**src/rtl/md_unit_if.sv**
```systemverilog
// Request/writeback bundle for the iterative multiply/divide unit.
// The master side issues a request (start/op/a/b/rd). The slave side is md_unit,
// which reports busy and returns a one-cycle register-file write.
interface md_unit_if #(
  parameter int XLEN = 32,
  parameter int AW   = 5
);
  logic            start;
  logic [1:0]      op;
  logic [XLEN-1:0] a;
  logic [XLEN-1:0] b;
  logic [AW-1:0]   rd;
  logic            busy;
  logic            done;
  logic            wb_en;
  logic [AW-1:0]   wb_addr;
  logic [XLEN-1:0] wb_data;

  modport master (
    output start, op, a, b, rd,
    input  busy, done, wb_en, wb_addr, wb_data
  );

  modport slave (
    input  start, op, a, b, rd,
    output busy, done, wb_en, wb_addr, wb_data
  );
endinterface

```
**src/rtl/md_unit.sv**
```systemverilog
// md_unit: iterative 32-bit unsigned multiply / divide unit with register-file writeback.
// op: 00 MUL (low word), 01 MULHU (high word), 10 DIVU, 11 REMU.
// Each operation takes one edge to accept and 32 iteration edges, then spends one DONE cycle.
// The result is written back during that DONE cycle, and no write is made when rd is 0.
// Optional feature macro MD_UNIT_DIV_EN:
//   defined   -> restoring divider for DIVU/REMU. Divide by zero gives all-ones / dividend.
//   undefined -> no divider. DIVU/REMU finish after one RUN cycle with result 0.
module md_unit #(
  parameter int XLEN = 32,
  parameter int AW   = 5
) (
  input logic       clk,
  input logic       rst,
  md_unit_if.slave  bus
);

  typedef enum logic [1:0] {
    ST_IDLE = 2'd0,
    ST_RUN  = 2'd1,
    ST_DONE = 2'd2
  } state_t;

  localparam logic [5:0] CNT_LAST = 6'(XLEN - 1);

  state_t            state_r;
  state_t            state_nxt_s;

  // Latched request
  logic [1:0]        op_r;
  logic [AW-1:0]     rd_r;
  logic [5:0]        cnt_r;

  // Shared datapath.
  // For multiply: acc_r is the 64-bit product accumulator, opa_r is the multiplicand
  // (shifted left each iteration), and opb_r is the multiplier (shifted right each iteration).
  // For divide: acc_r holds the remainder in the upper half and the dividend/quotient in the
  // lower half, and opa_r[XLEN-1:0] holds the divisor.
  logic [2*XLEN-1:0] acc_r;
  logic [2*XLEN-1:0] opa_r;
  logic [XLEN-1:0]   opb_r;

  logic [2*XLEN-1:0] acc_nxt_s;
  logic [2*XLEN-1:0] opa_nxt_s;
  logic [XLEN-1:0]   opb_nxt_s;
  logic [2*XLEN-1:0] mul_sum_s;
  logic              last_iter_s;
  logic              finish_s;
  logic [XLEN-1:0]   result_s;

`ifdef MD_UNIT_DIV_EN
  logic [XLEN:0]     rem_sh_s;
  logic [XLEN:0]     diff_s;
`endif

  // Registered outputs
  logic              busy_r;
  logic              done_r;
  logic              wb_en_r;
  logic [AW-1:0]     wb_addr_r;
  logic [XLEN-1:0]   wb_data_r;

  logic              busy_nxt_s;
  logic              done_nxt_s;
  logic              wb_en_nxt_s;
  logic [AW-1:0]     wb_addr_nxt_s;
  logic [XLEN-1:0]   wb_data_nxt_s;

  // Decide whether the current RUN edge is the final one.
  // Without the divider, a divide op leaves RUN immediately.
  always_comb begin
    last_iter_s = 1'b0;
`ifdef MD_UNIT_DIV_EN
    last_iter_s = (cnt_r == CNT_LAST);
`else
    last_iter_s = (cnt_r == CNT_LAST) || op_r[1];
`endif
  end

  // FSM state register
  always_ff @(posedge clk or posedge rst) begin
    if (rst) begin
      state_r <= ST_IDLE;
    end else begin
      state_r <= state_nxt_s;
    end
  end

  // FSM next-state logic
  always_comb begin
    state_nxt_s = state_r;
    case (state_r)
      ST_IDLE: begin
        if (bus.start) begin
          state_nxt_s = ST_RUN;
        end else begin
          state_nxt_s = ST_IDLE;
        end
      end
      ST_RUN: begin
        if (last_iter_s) begin
          state_nxt_s = ST_DONE;
        end else begin
          state_nxt_s = ST_RUN;
        end
      end
      ST_DONE: state_nxt_s = ST_IDLE;
      default: state_nxt_s = ST_IDLE;
    endcase
  end

  // One iteration step for the current operation: shift-add or restoring divide
  always_comb begin
    acc_nxt_s = acc_r;
    opa_nxt_s = opa_r;
    opb_nxt_s = opb_r;
    mul_sum_s = acc_r + (opb_r[0] ? opa_r : {(2*XLEN){1'b0}});
`ifdef MD_UNIT_DIV_EN
    rem_sh_s  = acc_r[2*XLEN-1:XLEN-1];
    diff_s    = rem_sh_s - {1'b0, opa_r[XLEN-1:0]};
`endif
    if (!op_r[1]) begin
      acc_nxt_s = mul_sum_s;
      opa_nxt_s = opa_r << 1;
      opb_nxt_s = opb_r >> 1;
    end else begin
`ifdef MD_UNIT_DIV_EN
      // A non-negative trial difference means the divisor fits: subtract it and emit a 1.
      if (!diff_s[XLEN]) begin
        acc_nxt_s = {diff_s[XLEN-1:0], acc_r[XLEN-2:0], 1'b1};
      end else begin
        acc_nxt_s = {rem_sh_s[XLEN-1:0], acc_r[XLEN-2:0], 1'b0};
      end
`else
      acc_nxt_s = acc_r;
`endif
    end
  end

  // Select the result word from the post-iteration datapath value
  always_comb begin
    result_s = {XLEN{1'b0}};
    case (op_r)
      2'b00:   result_s = acc_nxt_s[XLEN-1:0];
      2'b01:   result_s = acc_nxt_s[2*XLEN-1:XLEN];
`ifdef MD_UNIT_DIV_EN
      2'b10:   result_s = acc_nxt_s[XLEN-1:0];
      2'b11:   result_s = acc_nxt_s[2*XLEN-1:XLEN];
`endif
      default: result_s = {XLEN{1'b0}};
    endcase
  end

  // Latch the request in IDLE, then advance the datapath once per RUN edge
  always_ff @(posedge clk or posedge rst) begin
    if (rst) begin
      op_r  <= 2'b00;
      rd_r  <= {AW{1'b0}};
      cnt_r <= 6'd0;
      acc_r <= {(2*XLEN){1'b0}};
      opa_r <= {(2*XLEN){1'b0}};
      opb_r <= {XLEN{1'b0}};
    end else begin
      case (state_r)
        ST_IDLE: begin
          if (bus.start) begin
            op_r  <= bus.op;
            rd_r  <= bus.rd;
            cnt_r <= 6'd0;
            if (bus.op[1]) begin
              acc_r <= {{XLEN{1'b0}}, bus.a};
              opa_r <= {{XLEN{1'b0}}, bus.b};
              opb_r <= {XLEN{1'b0}};
            end else begin
              acc_r <= {(2*XLEN){1'b0}};
              opa_r <= {{XLEN{1'b0}}, bus.a};
              opb_r <= bus.b;
            end
          end
        end
        ST_RUN: begin
          acc_r <= acc_nxt_s;
          opa_r <= opa_nxt_s;
          opb_r <= opb_nxt_s;
          cnt_r <= cnt_r + 6'd1;
        end
        default: begin
          cnt_r <= cnt_r;
        end
      endcase
    end
  end

  // Next output values. Writeback fields are nonzero only for the cycle entering DONE.
  always_comb begin
    finish_s      = (state_r == ST_RUN) && (state_nxt_s == ST_DONE);
    busy_nxt_s    = (state_nxt_s != ST_IDLE);
    done_nxt_s    = finish_s;
    wb_en_nxt_s   = 1'b0;
    wb_addr_nxt_s = {AW{1'b0}};
    wb_data_nxt_s = {XLEN{1'b0}};
    if (finish_s) begin
      wb_en_nxt_s   = (rd_r != {AW{1'b0}});
      wb_addr_nxt_s = rd_r;
      wb_data_nxt_s = result_s;
    end else begin
      wb_en_nxt_s   = 1'b0;
    end
  end

  // Output registers, so no input reaches an output combinationally
  always_ff @(posedge clk or posedge rst) begin
    if (rst) begin
      busy_r    <= 1'b0;
      done_r    <= 1'b0;
      wb_en_r   <= 1'b0;
      wb_addr_r <= {AW{1'b0}};
      wb_data_r <= {XLEN{1'b0}};
    end else begin
      busy_r    <= busy_nxt_s;
      done_r    <= done_nxt_s;
      wb_en_r   <= wb_en_nxt_s;
      wb_addr_r <= wb_addr_nxt_s;
      wb_data_r <= wb_data_nxt_s;
    end
  end

  assign bus.busy    = busy_r;
  assign bus.done    = done_r;
  assign bus.wb_en   = wb_en_r;
  assign bus.wb_addr = wb_addr_r;
  assign bus.wb_data = wb_data_r;

endmodule

```
**src/flat_wrapper.sv**
```systemverilog
// flat-port wrapper written by rule: the top's interface ports become plain ports
module md_unit_flat 
#(
  parameter int XLEN = 32,
  parameter int AW   = 5
)
  (clk, rst, bus_start, bus_op, bus_a, bus_b, bus_rd, bus_busy, bus_done, bus_wb_en, bus_wb_addr, bus_wb_data);
  md_unit_if #(.XLEN(XLEN), .AW(AW)) bus_i ();
  input logic clk;
  input logic rst;
  input wire logic [$bits(bus_i.start)-1:0] bus_start;
  input wire logic [$bits(bus_i.op)-1:0] bus_op;
  input wire logic [$bits(bus_i.a)-1:0] bus_a;
  input wire logic [$bits(bus_i.b)-1:0] bus_b;
  input wire logic [$bits(bus_i.rd)-1:0] bus_rd;
  output wire logic [$bits(bus_i.busy)-1:0] bus_busy;
  output wire logic [$bits(bus_i.done)-1:0] bus_done;
  output wire logic [$bits(bus_i.wb_en)-1:0] bus_wb_en;
  output wire logic [$bits(bus_i.wb_addr)-1:0] bus_wb_addr;
  output wire logic [$bits(bus_i.wb_data)-1:0] bus_wb_data;
  assign bus_i.start = bus_start;
  assign bus_i.op = bus_op;
  assign bus_i.a = bus_a;
  assign bus_i.b = bus_b;
  assign bus_i.rd = bus_rd;
  assign bus_busy = bus_i.busy;
  assign bus_done = bus_i.done;
  assign bus_wb_en = bus_i.wb_en;
  assign bus_wb_addr = bus_i.wb_addr;
  assign bus_wb_data = bus_i.wb_data;
  md_unit #(.XLEN(XLEN), .AW(AW)) u_core (.clk(clk), .rst(rst), .bus(bus_i));
endmodule
```
**config.mk**
```make
export PLATFORM = sky130hd
export DESIGN_NAME = md_unit_flat
export DESIGN_NICKNAME = d
export VERILOG_FILES = /design/src/rtl/md_unit_if.sv /design/src/rtl/md_unit.sv /design/src/flat_wrapper.sv
export SDC_FILE = /design/constraint.sdc
export NUM_CORES = 1
export LEC_CHECK = 0
export BUFFER_PORTS_ARGS = -buffer_cell sky130_fd_sc_hd__buf_2
export CAP_MARGIN = 20
export CELL_PAD_IN_SITES_DETAIL_PLACEMENT = 1
export CELL_PAD_IN_SITES_GLOBAL_PLACEMENT = 1
export CORE_ASPECT_RATIO = 0.6
export CORE_UTILIZATION = 50
export CTS_CLUSTER_SIZE = 25
export DETAILED_ROUTE_END_ITERATION = 10
export GPL_ROUTABILITY_DRIVEN = 0
export GPL_TIMING_DRIVEN = 0
export PLACE_DENSITY_LB_ADDON = 0.1
export SLEW_MARGIN = 10
export SYNTH_ARGS = -nofsm -noshare
export SYNTH_HDL_FRONTEND = slang
export SYNTH_SLANG_ARGS = --single-unit
```
**constraint.sdc**
```tcl
create_clock -name clk -period 14.6 [get_ports clk]
set_input_delay 2.92 -clock clk [delete_from_list [all_inputs] [get_ports clk]]
set_output_delay 2.92 -clock clk [all_outputs]
set_load 0.02 [all_outputs]
```
==> impl_results.rst <==
.. list-table::
   :header-rows: 1

   * - Metric
     - Value
   * - Net switching power of the design
     - 1.29 mW
   * - Die Y-Extent
     - 127 um
   * - Worst reg2reg path endpoint
     - u_core.bus.wb_data[30]$_DFF_PP0_
   * - Post-synth net total
     - 1586
   * - Critical path's most frequent cell
     - sky130_fd_sc_hd__clkbuf_1
   * - WL met3
     - 3880 um
   * - Maximum number of pins on one net before global-route repair
     - 79
   * - Clk_skew
     - 0.0142 ns
   * - H-tree depth reported by CTS
     - 1
   * - Total overflow reported by the global router
     - 0
   * - Met2 Routed Length
     - 19300 um
   * - Synth area leaders
     - sky130_fd_sc_hd__dfrtp_1 (42%), sky130_fd_sc_hd__ha_1 (6.2%), sky130_fd_sc_hd__a21oi_1 (5.8%)
   * - 1st-iter DRT viols
     - 1280
   * - Fraction of synthesis flops using an asynchronous set or reset pin
     - 1.00
   * - Post-Place Worst Slack
     - 8.43 ns
   * - Setup repair after global routing missed its margin
     - no
   * - TritonCTS buffer count
     - 22
   * - Minimum setup slack among reg-to-reg paths
     - 9.05 ns
   * - Syn avg cell area
     - 8.94 um^2
   * - Share of the synthesized area in the top cell type
     - 0.416
   * - Slowest stage cell on the critical path
     - sky130_fd_sc_hd__clkbuf_1
   * - DIE AREA
     - 26500 um^2
   * - Clock-pin slew of the registers on the worst-case setup and hold paths
     - 0.06 ns
   * - TritonCTS Sinks
     - 215
   * - Post-detail-place hpwl
     - 35300 um
   * - Worst max-slew margin expressed relative to the limit
     - 0.334
   * - Final hold viol count
     - 0
   * - Buffer and inverter count on the worst path
     - 6
   * - Number of nets still failing antenna checks after routing
     - 0
   * - DIE WIDTH
     - 210 um
   * - Chain of cells forming the critical path
     - buf_2 -> nor2_1 -> or2_2 -> clkbuf_1 -> inv_1 -> o21ai_0 -> clkbuf_1 -> clkbuf_1 -> clkbuf_1 -> nand2_1 -> o21ai_0
   * - Sequential fraction of design power
     - 0.311
   * - Largest fanout of any net on the critical path
     - 10
   * - Worst-case setup margin in the final layout
     - 8.81 ns
   * - Worst Setup End Kind
     - flop
   * - Count of unresolved DRC violations after routing
     - 0
   * - Number of maximum-capacitance constraint violations
     - 0
   * - Achievable clock frequency
     - 173 MHz
   * - GRT Resource Usage Total
     - 0.357
   * - Proportion of synthesized chip area in sequential cells
     - 0.416
   * - Number of global-route vias before repair
     - 12497
   * - Number of setup buffers added after CTS
     - 0
   * - Type of the worst setup path
     - in -> reg
   * - Setup total negative slack
     - 0 ns
   * - Standard cell core area
     - 25300 um^2
   * - # setup viols final
     - 0
   * - Power per cell area
     - 186 nW/um^2
   * - Kind of start point of the critical path
     - input port
   * - Area growth, synth to finish
     - 14.0%
   * - Flop and latch count out of synthesis
     - 215
   * - Cell variety after synth
     - 61
   * - Number of cells on the worst hold path
     - 2
   * - I/O pins
     - 114
   * - Synth area leader
     - sky130_fd_sc_hd__dfrtp_1
   * - IO buf count
     - 112
   * - Switching share of power
     - 0.471
   * - Dominant synthesized flop cell
     - sky130_fd_sc_hd__dfrtp_1
   * - Leakage power figure
     - 7.19 nW
   * - Antenna cells
     - 0
   * - Number of synthesized flops with an enable pin
     - 0
   * - Commonest non-fill, non-tap cell in the layout
     - sky130_fd_sc_hd__dfrtp_1
   * - TritonCTS clock tree
     - built
   * - Aggregate routed wire length
     - 46500 um
   * - Bufs on Longest Clock Path
     - 3
   * - Hold-fix buffers, CTS
     - 0
   * - Most frequent cells in the layout
     - sky130_fd_sc_hd__dfrtp_1 (215), sky130_fd_sc_hd__a21oi_1 (151), sky130_fd_sc_hd__nand2_1 (150)
   * - Cell count after synthesis
     - 1447
   * - Synth Warn #
     - 0
   * - Standard-cell rows
     - 45
   * - Effective utilization at floorplan
     - 0.511
   * - Worst hold start
     - u_core.opb_r[24]$_DFFE_PP0P_
   * - Longest individual stage delay on the worst path
     - 0.75 ns
   * - Combinational Power Share
     - 0.461
   * - Fill cells
     - 2997
   * - Peak ir drop on the vdd network
     - 81.7 uV
   * - Initial antenna violation count
     - 0
   * - Number of iterations in the first detailed-routing pass
     - 5
   * - Cell area after technology mapping
     - 12900 um^2
   * - Average routed wire per standard cell
     - 24.1 um
   * - Worst EP required
     - 15.04 ns
   * - Result of the run
     - finished clean
   * - Max Slew Vio Count
     - 0
   * - Clock latency on the worst-skew pair
     - 0.54 ns
   * - Family with the most delay on the worst path
     - buffers and inverters
   * - Net count, final
     - 1724
   * - Data arrival time of the critical path
     - 6.23 ns
   * - Internal cell power
     - 1.45 mW
   * - Min cycle time layout
     - 5.79 ns
   * - Reg-to-reg critical path startpoint
     - u_core.opb_r[0]$_DFFE_PP0P_
   * - Total power
     - 2.74 mW
   * - Top sig layer
     - met4
   * - Total via count in the routed design
     - 12374
   * - Met1 Routed Length
     - 22300 um
   * - DR vias/cell
     - 6.41
   * - Share of post-route cells with drive strength above 1
     - 0.106
   * - Worst-case hold slack
     - 0.487 ns
   * - Clk Tree Root Cell
     - sky130_fd_sc_hd__clkbuf_16
   * - Post-cts resize count
     - 0
   * - Worst Reg2Reg Path Length in Cells
     - 16
   * - Endpoint of the worst hold-timing path
     - u_core.opb_r[24]$_DFFE_PP0P_
   * - Class of the most critical hold timing path
     - reg -> reg
   * - Final critical-path share of the clock period
     - 0.396
   * - Clock share of power
     - 0.228
   * - Transition time at the pin with the least slew margin
     - 0.999 ns
   * - Global-route wire length before repair
     - 73300 um
==> sequential cells by signal (all words and copies together) (netlist names) <==
register	count
u_core.op_r	2
u_core.state_r	2
u_core.acc_r	64
u_core.opa_r	64
u_core.bus.wb_en	1
u_core.bus.wb_addr	5
u_core.bus.done	1
u_core.rd_r	5
u_core.bus.wb_data	32
u_core.opb_r	32
u_core.bus.busy	1
u_core.cnt_r	6
==> power by group through the flow <==
stage	sequential, mW	clock [mW]	combinational (mW)
2_1_floorplan	0.846	0	0.752
5_1_grt	0.866	0.650	1.36
6_report	0.852	0.624	1.26
4_1_cts	0.849	0.628	1.23
3_5_place_dp	0.855	0	1.21
3_3_place_gp	0.848	0	1.16
==> final cells by class <==
type	instances	area (um^2)	area share
plain buffers	101	382	0.0259
inverters	23	93.8	0.00636
clock inverters	8	115	0.00780
clock buffers	32	659	0.0447
repair buffers	114	616	0.0417
well taps	329	412	0.0279
flip-flops and latches	215	5380	0.365
multi-input cells	1108	7090	0.481
==> worst min-delay path, cell delays in order, from the launching register on <==
cell                      delay (ns)
sky130_fd_sc_hd__dfrtp_1        0.34
sky130_fd_sc_hd__nand2_1        0.05
sky130_fd_sc_hd__o21ai_0        0.06
==> cell families (layout without fill, tap and decap cells) <==
kind of cell | Yosys count | after routing | share of synthesized area
AND/OR/NAND/NOR | 445 | 445 | 0.167
buffers and inverters | 124 | 278 | 0.0362
XOR/XNOR | 59 | 59 | 0.0399
AO/OA/AOI/OAI | 499 | 499 | 0.247
flip-flops | 215 | 215 | 0.416
multiplexers | 40 | 40 | 0.0310
adder cells (fa/ha/maj) | 65 | 65 | 0.0634
==> metal layers <==
metal | global-route usage | vias up
met5 | 0 | -
met3 | 0.0584 | 82
met2 | 0.521 | 524
met1 | 0.552 | 6292
met4 | 0.0803 | 0
li1 | - | 5476
==> worst max-delay path by stage <==
stage,startpoint,endpoint,slack [ns],cells past startpoint
5_1_grt,bus_start,u_core.opa_r[1]$_DFFE_PP0P_,8.70,10
6_report,bus_start,u_core.opb_r[28]$_DFFE_PP0P_,8.81,11
2_1_floorplan,rst,u_core.acc_r[0]$_DFFE_PP0P_,5.80,1
3_3_place_gp,rst,u_core.bus.wb_data[8]$_DFF_PP0_,3.17,2
4_1_cts,bus_start,u_core.opb_r[28]$_DFFE_PP0P_,8.93,11
3_5_place_dp,bus_start,u_core.opa_r[2]$_DFFE_PP0P_,8.43,10
==> cell usage after synthesis, drive strengths merged (6+ instances only) <==
library cell / n
nor2: 114
a21oi: 152
a22oi: 25
a211oi: 9
clkbuf: 95
dfrtp: 215
o21bai: 20
a22o: 61
nand2b: 7
and3: 9
xnor2: 33
nand2: 150
a31oi: 19
buf: 6
o21ai: 124
mux2i: 39
nor2b: 9
inv: 23
nand4: 22
o31ai: 8
nand3: 11
ha: 64
and2: 65
nor3: 7
nor3b: 31
a21o: 44
xor2: 26
==> stage by stage <==
| step | area, um^2 | utilization | instances |
|---|---|---|---|
| after floorplan | 12900 | - | 1447 |
| after global placement | 13900 | 0.549 | 1888 |
| after detailed placement | 14000 | 0.552 | 1890 |
| after CTS | 14700 | 0.582 | 1930 |
| after global routing | 14700 | 0.582 | 1930 |
| final | 14700 | 0.582 | 1930 |
(Power assumes the default switching activity.)
